<file path="config.mk">
export PLATFORM = sky130hd
export DESIGN_NAME = lsu_dmem_ctrl
export DESIGN_NICKNAME = d
export VERILOG_FILES = /design/src/rtl/lsu_pkg.sv /design/src/rtl/lsu_align.sv /design/src/rtl/lsu_dmem_ctrl.sv
export SDC_FILE = /design/constraint.sdc
export NUM_CORES = 1
export LEC_CHECK = 0
export ABC_CLOCK_PERIOD_IN_PS = 3060
export CORE_MARGIN = 2
export CORE_UTILIZATION = 30
export DETAILED_ROUTE_END_ITERATION = 10
export SLEW_MARGIN = 5
export SYNTH_ARGS = -nofsm -noshare
export SYNTH_HDL_FRONTEND = slang
export SYNTH_SLANG_ARGS = --single-unit
</file>
<file path="constraint.sdc">
create_clock -name clk_i -period 3.06 [get_ports clk_i]
set_input_delay 0.612 -clock clk_i [delete_from_list [all_inputs] [get_ports clk_i]]
set_output_delay 0.612 -clock clk_i [all_outputs]
set_load 0.02 [all_outputs]
</file>
<file path="src/rtl/lsu_pkg.sv">
// Shared definitions for the load/store unit data-memory controller:
// access-size encodings and the controller FSM state type.
package lsu_pkg;

  localparam logic [1:0] SZ_BYTE = 2'b00;
  localparam logic [1:0] SZ_HALF = 2'b01;
  localparam logic [1:0] SZ_WORD = 2'b10;

  typedef enum logic [2:0] {
    S_IDLE,
    S_LOAD,
    S_RMW_RD,
    S_STORE,
    S_RESP
  } lsu_state_e;

endpackage

</file>
<file path="src/rtl/lsu_align.sv">
// Lane extract + sign/zero extend for loads, lane merge for sub-word stores.
// Ports: word_i (DMEM word), lane_i (addr[1:0]), size_i, uns_i, wdata_i;
//        ld_data_o (extended load value), st_word_o (merged store word).
module lsu_align
  import lsu_pkg::*;
#(
  parameter int N = 32
) (
  input  logic [N-1:0] word_i,
  input  logic [1:0]   lane_i,
  input  logic [1:0]   size_i,
  input  logic         uns_i,
  input  logic [N-1:0] wdata_i,
  output logic [N-1:0] ld_data_o,
  output logic [N-1:0] st_word_o
);

  logic [7:0]  byte_v;
  logic [15:0] half_v;

  always_comb begin
    byte_v    = word_i[8*lane_i +: 8];
    half_v    = word_i[16*lane_i[1] +: 16];
    ld_data_o = word_i;
    st_word_o = wdata_i;
    case (size_i)
      SZ_BYTE: begin
        ld_data_o = {{(N-8){~uns_i & byte_v[7]}}, byte_v};
        st_word_o = word_i;
        st_word_o[8*lane_i +: 8] = wdata_i[7:0];
      end
      SZ_HALF: begin
        ld_data_o = {{(N-16){~uns_i & half_v[15]}}, half_v};
        st_word_o = word_i;
        st_word_o[16*lane_i[1] +: 16] = wdata_i[15:0];
      end
      default: ;
    endcase
  end

endmodule

</file>
<file path="src/rtl/lsu_dmem_ctrl.sv">
// Single-outstanding LSU controller in front of a combinational-read DMEM.
// CPU side: req_* valid/ready request, resp_* valid/ready response.
// DMEM side: dmem_addr_o word address, dmem_st_en_o/dmem_st_data_o write,
// dmem_ld_data_i read data. Sub-word stores do read-modify-write.
module lsu_dmem_ctrl
  import lsu_pkg::*;
#(
  parameter int N       = 32,
  parameter int ADDRESS = 10
) (
  input  logic               clk_i,
  input  logic               rst_i,
  input  logic               req_valid_i,
  output logic               req_ready_o,
  input  logic               req_we_i,
  input  logic [1:0]         req_size_i,
  input  logic               req_unsigned_i,
  input  logic [31:0]        req_addr_i,
  input  logic [N-1:0]       req_wdata_i,
  output logic               resp_valid_o,
  input  logic               resp_ready_i,
  output logic [N-1:0]       resp_rdata_o,
  output logic               resp_err_o,
  output logic [ADDRESS-1:0] dmem_addr_o,
  output logic [N-1:0]       dmem_st_data_o,
  output logic               dmem_st_en_o,
  input  logic [N-1:0]       dmem_ld_data_i
);

  lsu_state_e state_q, state_d;

  logic               we_q;
  logic               uns_q;
  logic [1:0]         size_q;
  logic [1:0]         lane_q;
  logic [ADDRESS-1:0] waddr_q;
  logic [N-1:0]       st_data_q;
  logic [N-1:0]       rdata_q;
  logic               err_q;

  logic               accept;
  logic               req_err;
  logic [N-1:0]       ld_ext;
  logic [N-1:0]       st_merge;

  assign accept = req_valid_i & (state_q == S_IDLE);

  always_comb begin
    req_err = (req_size_i == 2'b11)
            | ((req_size_i == SZ_HALF) & req_addr_i[0])
            | ((req_size_i == SZ_WORD) & (|req_addr_i[1:0]))
            | (|req_addr_i[31:ADDRESS+2]);
  end

  always_comb begin
    state_d      = state_q;
    req_ready_o  = 1'b0;
    resp_valid_o = 1'b0;
    dmem_st_en_o = 1'b0;
    unique case (state_q)
      S_IDLE: begin
        req_ready_o = 1'b1;
        if (req_valid_i) begin
          if (req_err)
            state_d = S_RESP;
          else if (!req_we_i)
            state_d = S_LOAD;
          else if (req_size_i == SZ_WORD)
            state_d = S_STORE;
          else
            state_d = S_RMW_RD;
        end
      end
      S_LOAD:   state_d = S_RESP;
      S_RMW_RD: state_d = S_STORE;
      S_STORE: begin
        dmem_st_en_o = we_q;
        state_d      = S_RESP;
      end
      S_RESP: begin
        resp_valid_o = 1'b1;
        if (resp_ready_i)
          state_d = S_IDLE;
      end
      default: state_d = S_IDLE;
    endcase
  end

  always_ff @(posedge clk_i or posedge rst_i) begin
    if (rst_i)
      state_q <= S_IDLE;
    else
      state_q <= state_d;
  end

  // st_data_q holds wdata until RMW_RD overwrites it with the merged word,
  // so it also serves as the merge source.
  always_ff @(posedge clk_i or posedge rst_i) begin
    if (rst_i) begin
      we_q      <= 1'b0;
      uns_q     <= 1'b0;
      size_q    <= SZ_BYTE;
      lane_q    <= 2'b00;
      waddr_q   <= '0;
      st_data_q <= '0;
      rdata_q   <= '0;
      err_q     <= 1'b0;
    end else begin
      if (accept) begin
        we_q      <= req_we_i;
        uns_q     <= req_unsigned_i;
        size_q    <= req_size_i;
        lane_q    <= req_addr_i[1:0];
        waddr_q   <= req_addr_i[ADDRESS+1:2];
        st_data_q <= req_wdata_i;
        rdata_q   <= '0;
        err_q     <= req_err;
      end
      if (state_q == S_LOAD)
        rdata_q <= ld_ext;
      if (state_q == S_RMW_RD)
        st_data_q <= st_merge;
    end
  end

  lsu_align #(.N(N)) u_align (
    .word_i    (dmem_ld_data_i),
    .lane_i    (lane_q),
    .size_i    (size_q),
    .uns_i     (uns_q),
    .wdata_i   (st_data_q),
    .ld_data_o (ld_ext),
    .st_word_o (st_merge)
  );

  assign dmem_addr_o    = waddr_q;
  assign dmem_st_data_o = st_data_q;
  assign resp_rdata_o   = rdata_q;
  assign resp_err_o     = err_q;

endmodule

</file>
* Yosys cells after proc, flatten, opt, wreduce, memory -nomap -nowiden *
Cells that the tools add are included.

storage, ports and cells
  bits in registers = 84
  output and inout port bits = 78
  logic and storage cells = 63

cells by class
  $add $sub $neg = 2
  equal/unequal tests = 11
  shift operators = 6
  mux-type cells = 17
  bitwise gates (word level) = 9
  reductions and logical operators = 9

operator list
  cell                        number
  $mux W32                    4
  $pmux W32 S2                2
  $neg A5 Y34                 2
  $bwmux W32                  2
  $shift A16 B34 Y32 const A  1
  $shift A8 B34 Y32 const A   1
  $shiftx A16 B34 Y32         1
  $shiftx A8 B34 Y32          1
  $shiftx A32 B6 Y16          1
  $shiftx A32 B6 Y8           1
  $reduce_or A20 Y1           1
  $pmux W3 S4                 1
  $mux W3                     3
  $eq A3 B2 Y1 const B        2
  $and A1 B1 Y1               5
  $eq A2 B1 Y1 const B        2
  $eq A2 B2 Y1 const B        2
  $mux W1                     4
  $ne A2 B2 Y1 const B        2
  $reduce_and A2 Y1           2
  $reduce_bool A2 Y1          2
  $reduce_or A2 Y1            2
  $eq A3 B1 Y1 const B        1
  $eq A3 B3 Y1 const B        1
  other kinds (6)             8

* Logic depth before layout (Yosys ltp) *
Gate-level depths: netlist of the first run.

  word-level depth = 8
  mapped depth = 9

* Modules after synthesis *
A second synthesis of the first run with hierarchy kept.

second synthesis, totals
  cells, all modules = 539
  area, all modules = 5373.9 µm²

by module, submodules not included
  module         instances  cells an instance  area an instance (µm²)  sequential area each (µm²)
  lsu_dmem_ctrl  1          279                3479.6                  2102.0
  lsu_align      1          260                1894.3                  0.0

* Worst setup path before layout of the first run *
No wires, ideal clock.

  path type = flip-flop to flip-flop
  start point = register lane_q[1]
  end point = register st_data_q[24] (netlist: dmem_st_data_o[24])
  setup time = 0.082 ns
  data arrival time = 2.170 ns
  required time = 2.978 ns
  setup slack = 0.808 ns
  cell stages (with the launch flop) = 10
  cells stage by stage = dfrtp_1 -> buf_2 -> buf_2 -> inv_1 -> ha_1 -> nor4bb_1 -> buf_1 -> a221oi_1 -> a211o_1 -> a31oi_1

on the way
  word-level cells in the longest chain between the ends = 5

ends and longest elaborated chain
  what                                               line                              text
  start: declaration                                 lsu_dmem_ctrl.sv:35               logic [1:0] lane_q;
  start signal: assignment                           lsu_dmem_ctrl.sv:113              lane_q <= req_addr_i[1:0];
  $neg A5 Y34, on equally long branches              lsu_align.sv:35, lsu_align.sv:30
  $shiftx A16 B34 Y32, or another cell as far along  lsu_align.sv:35                   st_word_o[16*lane_i[1] +: 16] = wdata_i[15:0];
  $bwmux W32, on equally long branches               lsu_align.sv:35, lsu_align.sv:30
  $pmux W32 S2 (*)                                   lsu_align.sv:26                   case (size_i)
  $mux W32 (*)                                       lsu_dmem_ctrl.sv:121              if (state_q == S_RMW_RD)
  end signal: assignment                             lsu_dmem_ctrl.sv:115              st_data_q <= req_wdata_i;
  end signal: assignment                             lsu_dmem_ctrl.sv:122              st_data_q <= st_merge;
  end: declaration                                   lsu_dmem_ctrl.sv:37               logic [N-1:0] st_data_q;

Mark *: on every way between the ends. The rest lies on a longest branch, timed or not.
A chain may end at the register's enable or synchronous reset.

* Worst setup path after layout of the first run *
Ends and elaborated chain as after synthesis.

==> metrics.cfg, run 1 <==
[status]
status=finished clean

[power]
p_per_area_nw_per_um2=551
peakVddDrop_mv=0.277
p_leak_nw=2.88

[synthesis]
synthTopCellsByCount=84 x dfrtp_1, 40 x nand2_1, 31 x mux2_2
ys_seq_area_share_pct=44.3
netlist_instances=462
syn_nets=571
yosysMostFrequentCell=dfrtp_1
synth.top_cells.by_area=dfrtp_1 44%, mux2_2 7.4%, a32o_1 3.2%
yosys_warnings=0
synth_edf_count=0
synth_top_area_share_pct=44.3
synthesis.area_um2=4740
ys_ff_latch=84
synthArstFlopShare_pct=100
yosys_most_used_dff=dfrtp_1
syn_area_per_cell_um2=10.3
ys_types=47
yosysTopAreaCell=dfrtp_1

[die]
initial_core_util_pct=31.0
fp.dieH_um=130
core_um2=15300
pin_count=182
rows=45
dieArea_um2=16800
die_w_um=130

[global_route]
grtUsageTotal_pct=20.0
grt_pass1_vias=4472
grt_pass1_wl_um=25400
antenna_found_initial=0
grt_max_degree=85
grt-ovfl-total=0

[placement]
gp_congestion=0.847
hpwl_um=12500
io_buffers=181
post_dp_cell_area_um2=6800
pre_cts_ws_ns=0.550

[timing]
finalHoldViolations=0
postLayoutSetupSlackWorst_ns=0.650
tightest_slew_ns=0.708
fin_hold_ws_ns=0.482
fmax_mhz=415
slew_viol_final=0
timing.final.crit_share_pct=78.8
relSlewSlack_pct=52.7
setup_tns_ns=0
setup_viol=0
skew_ns=0.00630
min_period_ns=2.41
rsz0062_at_grt=false

[final_layout]
area_growth_pct=49.7
diodes=0
fin_nets=739
drive_above_1_share_pct=13.9
fin_util_pct=46.4
fin_area_um2=7100

[job]
drv_cap=0

[routing]
drc=0
dr.pass1.iters=5
viasPerCell=5.50
routedWlPerCell_um=19.8
routed_wl_um=16700
drt_iter0_markers=368
ant_nets=0
vias=4655

[setup_path]
worst_r2r_path_depth=7
crit_path_end_kind=register
crit_required_ns=3.33
path_max_fanout=16
worstPathArrival_ns=2.68
r2r-start=lane_q[1]$_DFFE_PP0P_
cp-start-kind=register
worstSetupPathType=register to register
timing.rr.end=dmem_st_data_o[24]$_DFFE_PP0P_
r2r_slack_ns=0.65

[hold_path]
holdPathEnd=resp_err_o$_DFFE_PP0P_
whs_path_depth=2
hp-start=resp_err_o$_DFFE_PP0P_
hold_path_class=register to register

[clock_tree]
ctsLongestPathBuffers=2
cts-root-buf=clkbuf_16
numClockSinks=84
hold_buffers=0
clkTransAtPathRegs_ns=0.06
cts-htree-levels=3
cts_tree=yes
clk_latency_ns=0.35
cts_resized=0
cts_inserted_buffers=9
cts_setup_buffers=0

[registers in the layout, summed over array words and instances (netlist names)]
register        count
dmem_addr_o        10
dmem_st_data_o     32
lane_q              2
uns_q               1
state_q             3
size_q              2
resp_err_o          1
resp_rdata_o       32
we_q                1
[cell usage in the layout, fill, tap and decap left out, types with 2 or more instances in the layout]
master / n
nor2b_1: 2
buf_4: 16
a221o_1: 14
nor4bb_1: 2
nor4_1: 5
o221a_2: 8
dfrtp_1: 84
a32o_1: 15
nor3b_1: 2
clkdlybuf4s50_1: 181
a21o_1: 3
a221oi_1: 15
a22o_1: 8
a22oi_1: 8
and3_1: 3
o22ai_1: 2
a31oi_1: 16
clkbuf_16: 9
a31o_2: 2
mux2_2: 31
inv_1: 10
clkinv_2: 2
a211o_1: 15
nand3_1: 2
ha_1: 5
nand2_1: 40
o21ai_0: 22
a21oi_1: 23
nor3_1: 3
a221o_2: 10
and3b_1: 2
nor2_1: 24
and2_1: 2
mux2i_1: 15
nand2b_1: 13
[worst max-delay path by stage]
stage                                     start                        endpoint  depth (start not counted)
final                     lane_q[1]$_DFFE_PP0P_  dmem_st_data_o[24]$_DFFE_PP0P_                          7
after global routing      lane_q[1]$_DFFE_PP0P_  dmem_st_data_o[24]$_DFFE_PP0P_                          7
after CTS                 lane_q[1]$_DFFE_PP0P_  dmem_st_data_o[24]$_DFFE_PP0P_                          7
after detailed placement     dmem_ld_data_i[31]    resp_rdata_o[10]$_DFFE_PP0P_                          5
after global placement       dmem_ld_data_i[31]    resp_rdata_o[13]$_DFFE_PP0P_                          5
after floorplan                           rst_i      dmem_addr_o[0]$_DFFE_PP0P_                          1
[through the flow]
stage                     cells  power [mW]
final                       846        3.91
after global routing        846        4.12
after CTS                   846        3.94
after detailed placement    830        2.82
after global placement      830        2.79
after floorplan             462        2.18
[area by class of cell]
| class | count | area [µm²] |
|---|---|---|
| Fill cell | 1465 | 8210 |
| Multi-Input combinational cell | 326 | 2440 |
| Sequential cell | 84 | 2100 |
| Timing Repair Buffer | 198 | 1950 |
| Tap cell | 211 | 264 |
| Clock buffer | 11 | 243 |
| Clock inverter | 5 | 60.1 |
| Inverter | 11 | 42.5 |
[report_power, final]
group / leakage, nW / total, mW / switching (mW) / internal, mW
combinational: 1.69 / 1.39 / 0.713 / 0.677
sequential: 1.04 / 1.42 / 0.167 / 1.25
clock: 0.146 / 1.11 / 0.450 / 0.657
total: 2.88 / 3.91 / 1.33 / 2.59
[layer usage]
metal	share of wire, %	global-route usage [%]	vias to the layer above
li1	-	-	2124
met1	42	25.9	2274
met5	0	0	-
met4	1.8	6.58	0
met3	9.3	6.23	29
met2	47	32.1	228
[kinds of logic after synthesis]
group | synth area share, %
simple gates | 11.0
compound gates | 28.4
fa+ha+maj | 1.32
mux | 10.5
buf+inv | 4.43
flops | 44.3
[critical path: stages, from the launching register on]
cell and delay (ns):
dfrtp_1 0.68, inv_1 0.23, ha_1 0.36, nor4bb_1 0.28
buf_4 0.21, a221oi_1 0.09, a211o_1 0.31, a31oi_1 0.17
No activity file was read; power rests on OpenSTA's default activity.
==> inputs of run 2 (changes only) <==
--- a/config.mk
+++ b/config.mk
@@ -5,7 +5,7 @@
 export SDC_FILE = /design/constraint.sdc
 export NUM_CORES = 1
 export LEC_CHECK = 0
-export ABC_CLOCK_PERIOD_IN_PS = 3060
+export ABC_CLOCK_PERIOD_IN_PS = 1980
 export CORE_MARGIN = 2
 export CORE_UTILIZATION = 30
 export DETAILED_ROUTE_END_ITERATION = 10
==> constraint.sdc (replaced) <==
create_clock -name clk_i -period 1.98 [get_ports clk_i]
set_input_delay 0.396 -clock clk_i [delete_from_list [all_inputs] [get_ports clk_i]]
set_output_delay 0.396 -clock clk_i [all_outputs]
set_load 0.02 [all_outputs]
==> run 2 against run 1 <==
Utilization grew 3.0 points. Sequential cell count is the same. Worst hold slack gained 0.017 ns. Critical path depth is the same. Critical endpoint is now dmem_st_data_o[30]$_DFFE_PP0P_.
==> metrics.cfg, run 2 (synthesized netlist as in run 1, its figures left out) <==
[final_layout]
fillers=1432
final_common_cell=clkdlybuf4s50_1
diodes=0
fin_nets=784
area_growth_pct=59.5
final_cell_mix=178 x clkdlybuf4s50_1, 81 x dfrtp_1, 58 x buf_4
drive_above_1_share_pct=21.5
fin_cells=891

[setup_path]
worstPathArrival_ns=2.24
path_max_fanout=8
worstSetupPathType=register to register
worst_r2r_path_depth=7
crit_path_end_kind=register
crit_required_ns=2.25
cp-start-kind=register

[clock_tree]
clkTransAtPathRegs_ns=0.07
clk_latency_ns=0.35
cts_inserted_buffers=9
cts-root-buf=clkbuf_16
hold_buffers=0
cts_tree=yes
cts-htree-levels=3
numClockSinks=84
ctsLongestPathBuffers=2

[timing]
slew_viol_final=0
setup_viol=0
fmax_mhz=507
min_period_ns=1.97
timing.final.crit_share_pct=99.6
tightest_slew_ns=0.675
setup_tns_ns=0
skew_ns=0.00568
finalHoldViolations=0
rsz0062_at_grt=true
fin_hold_ws_ns=0.499
relSlewSlack_pct=55.0

[die]
dieArea_um2=16800
pin_count=182
fp.dieH_um=130
die_w_um=130
rows=45
initial_core_util_pct=31.0
core_um2=15300

[routing]
drc=0
vias=4779
routedWlPerCell_um=20.2
drt_iter0_markers=477
viasPerCell=5.36
ant_nets=0
routed_wl_um=18000
dr.pass1.iters=4

[global_route]
grt_pass1_vias=4777
grt-ovfl-total=0
grt_max_degree=85
antenna_found_initial=0
grtUsageTotal_pct=21.4
grt_pass1_wl_um=27200

[status]
status=finished clean

[placement]
hpwl_um=13900
gp_congestion=0.900
io_buffers=181
dpl.cell_count=873

[power]
p_per_area_nw_per_um2=855
peakVddDrop_mv=0.528
power_mw=6.46
p_leak_nw=3.12

[hold_path]
whs_path_depth=2
hold_path_class=register to register

[job]
drv_cap=0

-- run 2: cell count changes in the layout (fill, tap and decap cells not counted), sizes merged --
cell	change
inv	+1
dlygate4sd2	+2
clkdlybuf4s50	-3
clkinv	-1
bufinv	+1
clkbuf	-1
buf	+45
clkinvlp	+1
-- run 2: through the flow --
| stage | cell area [µm²] | util [%] | worst slack, ns |
|---|---|---|---|
| global placement | 7200 | 47.0 | -0.126 |
| finish | 7560 | 49.4 | 0.00852 |
| CTS | 7540 | 49.3 | 0.00550 |
| global route | 7560 | 49.4 | -0.116 |
| detailed placement | 7200 | 47.0 | -0.123 |
| floorplan | 4800 | - | 0.0109 |
-- run 2: final cells by class --
| cell class | count | area, µm² | share of cell area (%) |
|---|---|---|---|
| flip-flops and latches | 84 | 2110 | 27.8 |
| clock buffers | 9 | 225 | 2.98 |
| repair buffers | 243 | 2320 | 30.7 |
| clock inverters | 7 | 110 | 1.46 |
| well taps | 211 | 264 | 3.49 |
| inverters | 11 | 47.5 | 0.629 |
| multi-input cells | 326 | 2490 | 32.9 |
-- run 2: final timing paths --
kind	slack, ns	to	startpoint
max in group asynchronous	1.09	dmem_st_data_o[18]$_DFFE_PP0P_	rst_i
min	0.50	resp_err_o$_DFFE_PP0P_	resp_err_o$_DFFE_PP0P_
max	0.009	dmem_st_data_o[30]$_DFFE_PP0P_	lane_q[1]$_DFFE_PP0P_
min reg2reg	0.50	resp_err_o$_DFFE_PP0P_	resp_err_o$_DFFE_PP0P_
max reg2reg	0.009	dmem_st_data_o[30]$_DFFE_PP0P_	lane_q[1]$_DFFE_PP0P_
min in group asynchronous	0.53	resp_rdata_o[0]$_DFFE_PP0P_	rst_i
-- run 2: report_power, final --
part           leakage, nW  internal (mW)  switching (mW)
logic                 1.92           1.20            1.22
clock network        0.159           1.13           0.752
registers             1.04           1.94           0.226
total                 3.12           4.27            2.20
-- run 2: critical path, cell delays in order (launching register included) --
cell	delay, ns
dfrtp_2	0.48
inv_4	0.13
ha_4	0.21
nor4bb_2	0.28
buf_4	0.22
a221oi_1	0.09
a211o_1	0.30
a31oi_1	0.18
-- run 2: metal layers --
| layer | wire length [µm] | global-route usage [%] | vias up | share of wire [%] |
|---|---|---|---|---|
| li1 | - | - | 2208 | - |
| met1 | 7950 | 27.5 | 2352 | 44 |
| met2 | 8560 | 35.8 | 194 | 48 |
| met3 | 1110 | 5.54 | 25 | 6.2 |
| met4 | 381 | 6.07 | 0 | 2.1 |
| met5 | 0 | 0 | - | 0 |
-- run 2: what timing repair did --
action                     in CTS  in global routing
buffers inserted                1                  1
setup endpoints to repair       7                 14
resized for setup               6                  7
